File: config.mk
export PLATFORM = sky130hd
export DESIGN_NAME = coherence_ctrl
export DESIGN_NICKNAME = d
export VERILOG_FILES = /design/src/rtl/coherence_ctrl.sv
export SDC_FILE = /design/constraint.sdc
export NUM_CORES = 1
export LEC_CHECK = 0
export ABC_AREA = 1
export ABC_CLOCK_PERIOD_IN_PS = 1500
export CORE_AREA = 2 2 142 144
export DETAILED_ROUTE_END_ITERATION = 8
export DIE_AREA = 0 0 144 146
export SETUP_SLACK_MARGIN = 0.2
export SLEW_MARGIN = 40
export SYNTH_ARGS = -nofsm -noshare
export SYNTH_HDL_FRONTEND = slang
export SYNTH_SLANG_ARGS = --single-unit
File: constraint.sdc
create_clock -name CLK -period 1.5 [get_ports CLK]
set_input_delay 0.3 -clock CLK [delete_from_list [all_inputs] [get_ports CLK]]
set_output_delay 0.3 -clock CLK [all_outputs]
set_load 0.005 [all_outputs]
File: src/rtl/coherence_ctrl.sv
// coherence_ctrl: memory-side coherence controller and round-robin bus arbiter
// for two data caches sharing one single-ported RAM.
// Build option: define CC_SNOOP_EN to enable snooping and the forced write-back of
// dirty lines. Without it the block is a plain IDLE/SERVE round-robin arbiter.
module coherence_ctrl #(
  parameter int WORDS_PER_BLOCK = 2,
  parameter int AW              = 32
) (
  input  logic                 CLK,
  input  logic                 nRST,
  input  logic [1:0]           cdREN,
  input  logic [1:0]           cdWEN,
  input  logic [1:0][AW-1:0]   cdaddr,
  input  logic [1:0][AW-1:0]   cdstore,
  output logic [1:0][AW-1:0]   cdload,
  output logic [1:0]           dwait,
  output logic [1:0]           ccwait,
  output logic [1:0]           ccwrite,
  output logic [1:0][AW-1:0]   ccsnoopaddr,
  input  logic [1:0]           ccdirty,
  output logic                 ramREN,
  output logic                 ramWEN,
  output logic [AW-1:0]        ramaddr,
  output logic [AW-1:0]        ramstore,
  input  logic [AW-1:0]        ramload,
  input  logic                 ramwait
);

  typedef enum logic [2:0] {
    IDLE  = 3'd0,
    SERVE = 3'd1,
    SNOOP = 3'd2,
    INV   = 3'd3,
    SWB   = 3'd4
  } state_e;

  state_e     state_q, state_d;
  // last_q doubles as the current grant: it is loaded with the winner on every grant.
  logic       last_q, last_d;
  logic       r;
  logic [1:0] req;

  assign r   = last_q;
  assign req = cdREN | cdWEN;

`ifdef CC_SNOOP_EN
  localparam int CW = $clog2(WORDS_PER_BLOCK) + 1;
  logic          s;
  logic          snooped_q, snooped_d;
  logic [CW-1:0] count_q, count_d;

  assign s = ~last_q;
`else
  // Snoop inputs have no effect when snooping is compiled out.
  logic unused_ccdirty;
  assign unused_ccdirty = ^ccdirty;
`endif

  // Both read-data lanes always mirror the RAM read bus.
  genvar gi;
  generate
    for (gi = 0; gi < 2; gi++) begin : g_load
      assign cdload[gi] = ramload;
    end
  endgenerate

  // State, round-robin pointer, snoop flag and write-back word count.
  always_ff @(posedge CLK or negedge nRST) begin
    if (!nRST) begin
      state_q   <= IDLE;
      last_q    <= 1'b0;
`ifdef CC_SNOOP_EN
      snooped_q <= 1'b0;
      count_q   <= '0;
`endif
    end else begin
      state_q   <= state_d;
      last_q    <= last_d;
`ifdef CC_SNOOP_EN
      snooped_q <= snooped_d;
      count_q   <= count_d;
`endif
    end
  end

  // Next-state logic and output decode of the current state.
  always_comb begin
    state_d     = state_q;
    last_d      = last_q;
    dwait       = 2'b11;
    ccwait      = 2'b00;
    ccwrite     = 2'b00;
    ccsnoopaddr = '0;
    ramREN      = 1'b0;
    ramWEN      = 1'b0;
    ramaddr     = '0;
    ramstore    = '0;
`ifdef CC_SNOOP_EN
    snooped_d   = snooped_q;
    count_d     = count_q;
`endif
    case (state_q)
      IDLE: begin
        if (|req) begin
          // Contention goes to the core that was not granted last time.
          last_d  = (&req) ? ~last_q : req[1];
`ifdef CC_SNOOP_EN
          snooped_d = 1'b0;
`endif
          state_d = SERVE;
        end
      end
      SERVE: begin
`ifdef CC_SNOOP_EN
        // A read phase that has not been snooped yet detours through SNOOP
        // without touching the RAM, so stale data is never returned.
        if (cdREN[r] && !snooped_q) begin
          state_d = SNOOP;
        end else
`endif
        begin
          ramREN   = cdREN[r];
          ramWEN   = cdWEN[r];
          ramaddr  = cdaddr[r];
          ramstore = cdstore[r];
          dwait[r] = ramwait;
          if (!req[r]) begin
            state_d = IDLE;
          end
        end
      end
`ifdef CC_SNOOP_EN
      SNOOP: begin
        ccwait[s]      = 1'b1;
        ccsnoopaddr[s] = cdaddr[r];
        snooped_d      = 1'b1;
        state_d        = ccdirty[s] ? INV : SERVE;
      end
      INV: begin
        // One-cycle pulse: a longer ccwrite would restart the cache write-back.
        ccwait[s]  = 1'b1;
        ccwrite[s] = 1'b1;
        count_d    = '0;
        state_d    = SWB;
      end
      SWB: begin
        ccwait[s] = 1'b1;
        ramREN    = cdREN[s];
        ramWEN    = cdWEN[s];
        ramaddr   = cdaddr[s];
        ramstore  = cdstore[s];
        dwait[s]  = ramwait;
        if (cdWEN[s] && !ramwait) begin
          if (count_q == CW'(WORDS_PER_BLOCK - 1)) begin
            state_d = SERVE;
          end else begin
            count_d = count_q + CW'(1);
          end
        end
      end
`endif
      default: begin
        state_d = IDLE;
      end
    endcase
  end

endmodule
# Word level (Yosys, flattened, before mapping)
# Index checks and enable logic that the tools add are counted.
op_classes:
  order_cmp: 2
  n_eq_ne: 3
  mux: 21
  n_bitwise: 4
  reduce_logical: 6
ops:
  columns: ["operator", "count"]
  rows:
  - ["$mux W32", 6]
  - ["$mux W1", 10]
  - ["$mux W3", 2]
  - ["$pmux W3 S2", 1]
  - ["$reduce_and A2 Y1", 3]
  - ["$ne A2 B2 Y1 const B", 2]
  - ["$or A2 B2 Y2", 2]
  - ["$eq A3 B1 Y1 const B", 1]
  - ["$logic_not A3 Y1", 1]
  - ["$lt A1 B2 Y1 const B", 1]
  - ["$mux W2", 1]
  - ["$not A2 Y2", 1]
  - ["$reduce_or A2 Y1", 1]
  - ["$demux W1 S1", 1]
  - ["$ge A1 B1 Y1 const B", 1]
  - ["$logic_and A1 B1 Y1", 1]
  - ["$not A1 Y1", 1]
word_totals:
  register_bits: 4
  out_inout_bits: 200
  word_cells: 38

# Logic depth before layout (Yosys ltp)
logic_depth:
  ltp_word: 7
  mapped_depth: 7
  ltp_nobuf: 5

# Worst setup path before layout
# Ideal clock, no wire load.
synth_path:
  path_type: "register to output"
  start: "register last_q"
  end: "output ramaddr[0]"
  arrival_ps: 904
  t_required_ps: 1200
  setup_slack_ps: 296
  path_stages_with_launch: 8
  n_path_buf: 2
  cell_sequence: "dfrtp_1 -> inv_1 -> nand2_1 -> inv_2 -> buf_6 -> buf_6 -> nand2_1 -> nand2_1"
synth_between:
  elab_chain_cells: 3
synth_rtl:
  columns: ["element", "line", "rtl"]
  rows:
  - ["from (decl)", "39", "logic last_q, last_d;"]
  - ["from (signal assigned)", "78", "last_q <= last_d;"]
  - ["$mux W32 (not written as such) (2 in a row)", "124", "ramaddr = cdaddr[r];"]
  - ["$mux W32", "102", "case (state_q)"]
  - ["to (decl)", "23", "output logic [AW-1:0] ramaddr,"]
# Every way passes these cells. The select of a mux whose other input is x is not followed.

# Final worst setup path
layout_path:
  start: "register last_q"
  end: "output ramstore[30]"
layout_between:
  elab_chain_cells: 3
layout_rtl:
  columns: ["element", "line", "rtl"]
  rows:
  - ["$mux W32 (not written as such) (2 in a row)", "125", "ramstore = cdstore[r];"]
  - ["$mux W32", "102", null]
  - ["to (decl)", "24", "output logic [AW-1:0] ramstore,"]
# Every way passes these cells. The select of a mux whose other input is x is not followed.

==> impl_metrics.toml <==
[pwr]
power.leakage_nw = 2.247
p_total_mw = 7.324
ir_drop_mv = 0.6531
power.density_nw_per_um2 = 1704

[critical_path]
worstReg2RegEnd = "last_q"
cp-end-kind = "output port"
critPathTopFamily = "buffers and inverters"
cp-startpoint = "last_q"
max_stage_delay_ns = 0.38
slowest_stage = "dfrtp_1"
crit_buf_inv = 6
cp.required_ns = 1.20
crit_cells = 9
rr_worst_depth = 6
cpMostUsedCell = "buf_6"
ff2ff_setup_slack_ns = 0.50
critPathKind = "reg2out"
rr_startpoint = "state_q[0]"
crit_chain = "inv_1, nand2_2, clkinv_4, buf_6, buf_6, buf_12, nand2_4, nand2_4, buf_6"
worst_ep_arrival_time_ns = 1.48
cp_max_fo = 7
critPathLaunchType = "flop"
crit_end = "ramstore[30]"

[sta]
setup_violations = 67
setup_ws_ns = -0.2813
fmax_mhz = 561.4
grt_setup_unrepaired = "true"
tns_ns = -13.19
finalHoldViolCount = 0
slew_violations = 0
layout_min_cycle_time_ns = 1.781
period_share = 1.188
fin_skew_ns = 0.0002640

[floorplanning]
chipWidth_um = 144
die_h_um = 146
dieArea_sq_um = 21020
coreArea_sq_um = 19330
ios = 369
fp-row-count = 51
initial_utilization = 0.1022

[cts]
cts_tree = "built"
clk_latency_ns = 0.22
cts-root-buf = "clkbuf_16"
htreeDepth = 1
clockBufferDepth = 2
cts.clk_slew.worst_paths_ns = 0.03
clock-sinks = 2
cts_made_buffers = 3

[final_layout]
utilization = 0.2223
layout-drive-gt1-share = 0.3816
ff_latch_area_sq_um = 50.05
multi_input_area_sq_um = 1444
final_cells = 797
final_area_sq_um = 4298
fin_nets = 703
fill_cells = 2185
antennaDiodeCount = 0
area_growth_syn_to_layout_pct = 117.4

[global_route]
grt_max_degree = 41
antenna_found_initial = 0
grt_usage = 0.06049
grt_pass1_wl_um = 10320
grt_pass1_vias = 2226
globalRouteOverflowTotal = 0

[synth]
synth_area_leader_cell = "buf_4"
syn_avg_cell_area_sq_um = 5.431
synth_cell_types = 10
synth_seq_cells = 2
ys_warn_count = 0
syn-cell-area_sq_um = 1977
yosysSeqAreaShare = 0.02532
synthTopCellsByArea = "buf_4 50%, nand2_1 39%, buf_6 4.6%"
synth_top_area_frac = 0.5013
synthCells = 364

[drt]
viasPerCell = 3.157
drt_pass1_iterations = 4
wirelength_um = 10180
wire_per_inst_um = 12.77
drc = 0
drtAntennaViolNets = 0
drtIter0Drc = 44
num_vias = 2516

[placed_design]
dpl_cell_area_sq_um = 3603
dpl.hpwl_um = 5896
portBuffers = 202
gp_congestion = 0.6746
dp_cells = 763

[run_status]
outcome = "complete, but fails checks"
violations = "setup timing"

[hold_path]
hp-class = "in2async"

[flow_run]
max_cap_viol_count = 0
==> worst reg2reg max path: stages (launching register included) <==
cell and delay [ns]:
dfrtp_1 0.40, buf_4 0.14, buf_4 0.12, inv_1 0.04
o21ai_0 0.07, nand2_1 0.06, nand2_1 0.04
==> cell families (layout without fill, tap and decap cells) <==
family / count (synthesis) / after routing / synth area share
AOI/OAI and AO/OA: 4 / 4 / 0.01013
other: 1 / 68 / 0.001897
and+or+nand+nor: 206 / 206 / 0.3911
buffers and inverters: 151 / 252 / 0.5715
DFF: 2 / 2 / 0.02532
==> synth_stat cells, drive strengths merged <==
library cell / instances
buf: 146
conb: 1
dfrtp: 2
inv: 5
nand2: 205
nor2: 1
o21ai: 4
==> layout by cell type, fill, tap and decap left out, drive strengths merged <==
cell type	synthesis	layout
buf	146	78
inv	5	3
clkinv	0	2
nor2	1	1
nand2	205	205
clkbuf	0	35
conb	1	68
dfrtp	2	2
clkdlybuf4s50	0	134
o21ai	4	4
==> metal layers <==
metal | vias up | track usage | wire, um
li1 | 1215 | - | -
met1 | 1077 | 0.06158 | 3491
met2 | 204 | 0.1090 | 5396
met3 | 20 | 0.02468 | 1089
met4 | 0 | 0.02353 | 200
met5 | - | 0 | 0
==> where the power goes <==
group,switching [mW],internal [mW]
Clock,0.0568,0.339
Combinational,3.27,3.55
Sequential,0.0292,0.0823
Total,3.36,3.97
==> flip-flops by register name (all words and copies together), names as in the netlist <==
register / count
state_q: 1
last_q: 1
==> how the worst min path moves through the flow <==
stage                  to  depth (start not counted)
2_1_floorplan      last_q                          0
4_1_cts            last_q                          1
3_3_place_gp   state_q[0]                          1
6_report           last_q                          1
3_5_place_dp   state_q[0]                          1
5_1_grt            last_q                          1
==> cell type report <==
class / count / share of cell area
Timing Repair Buffer: 244 / 0.5511
Sequential cell: 2 / 0.01164
Inverter: 5 / 0.006696
Clock buffer: 3 / 0.01747
Tap cell: 265 / 0.07715
Multi-Input combinational cell: 278 / 0.3360
==> what timing repair did <==
item	CTS	global route
hold buffers	0	0
gates cloned	2	12
endpoints found under the setup margin	68	68
buffers inserted	5	12
pin swaps	0	12
endpoints found under the hold margin	0	0
gates resized for setup	136	254
==> per-stage QoR <==
step                      hold slack, ns  setup WS (ns)
after floorplan                 0.004409         0.2963
after global placement            0.4739        -0.3017
after detailed placement          0.4818        -0.3007
after CTS                         0.2562        -0.5064
after global routing              0.2663        -0.3415
final                             0.2554        -0.2813
Note: power is estimated with default switching activity, not from simulation.
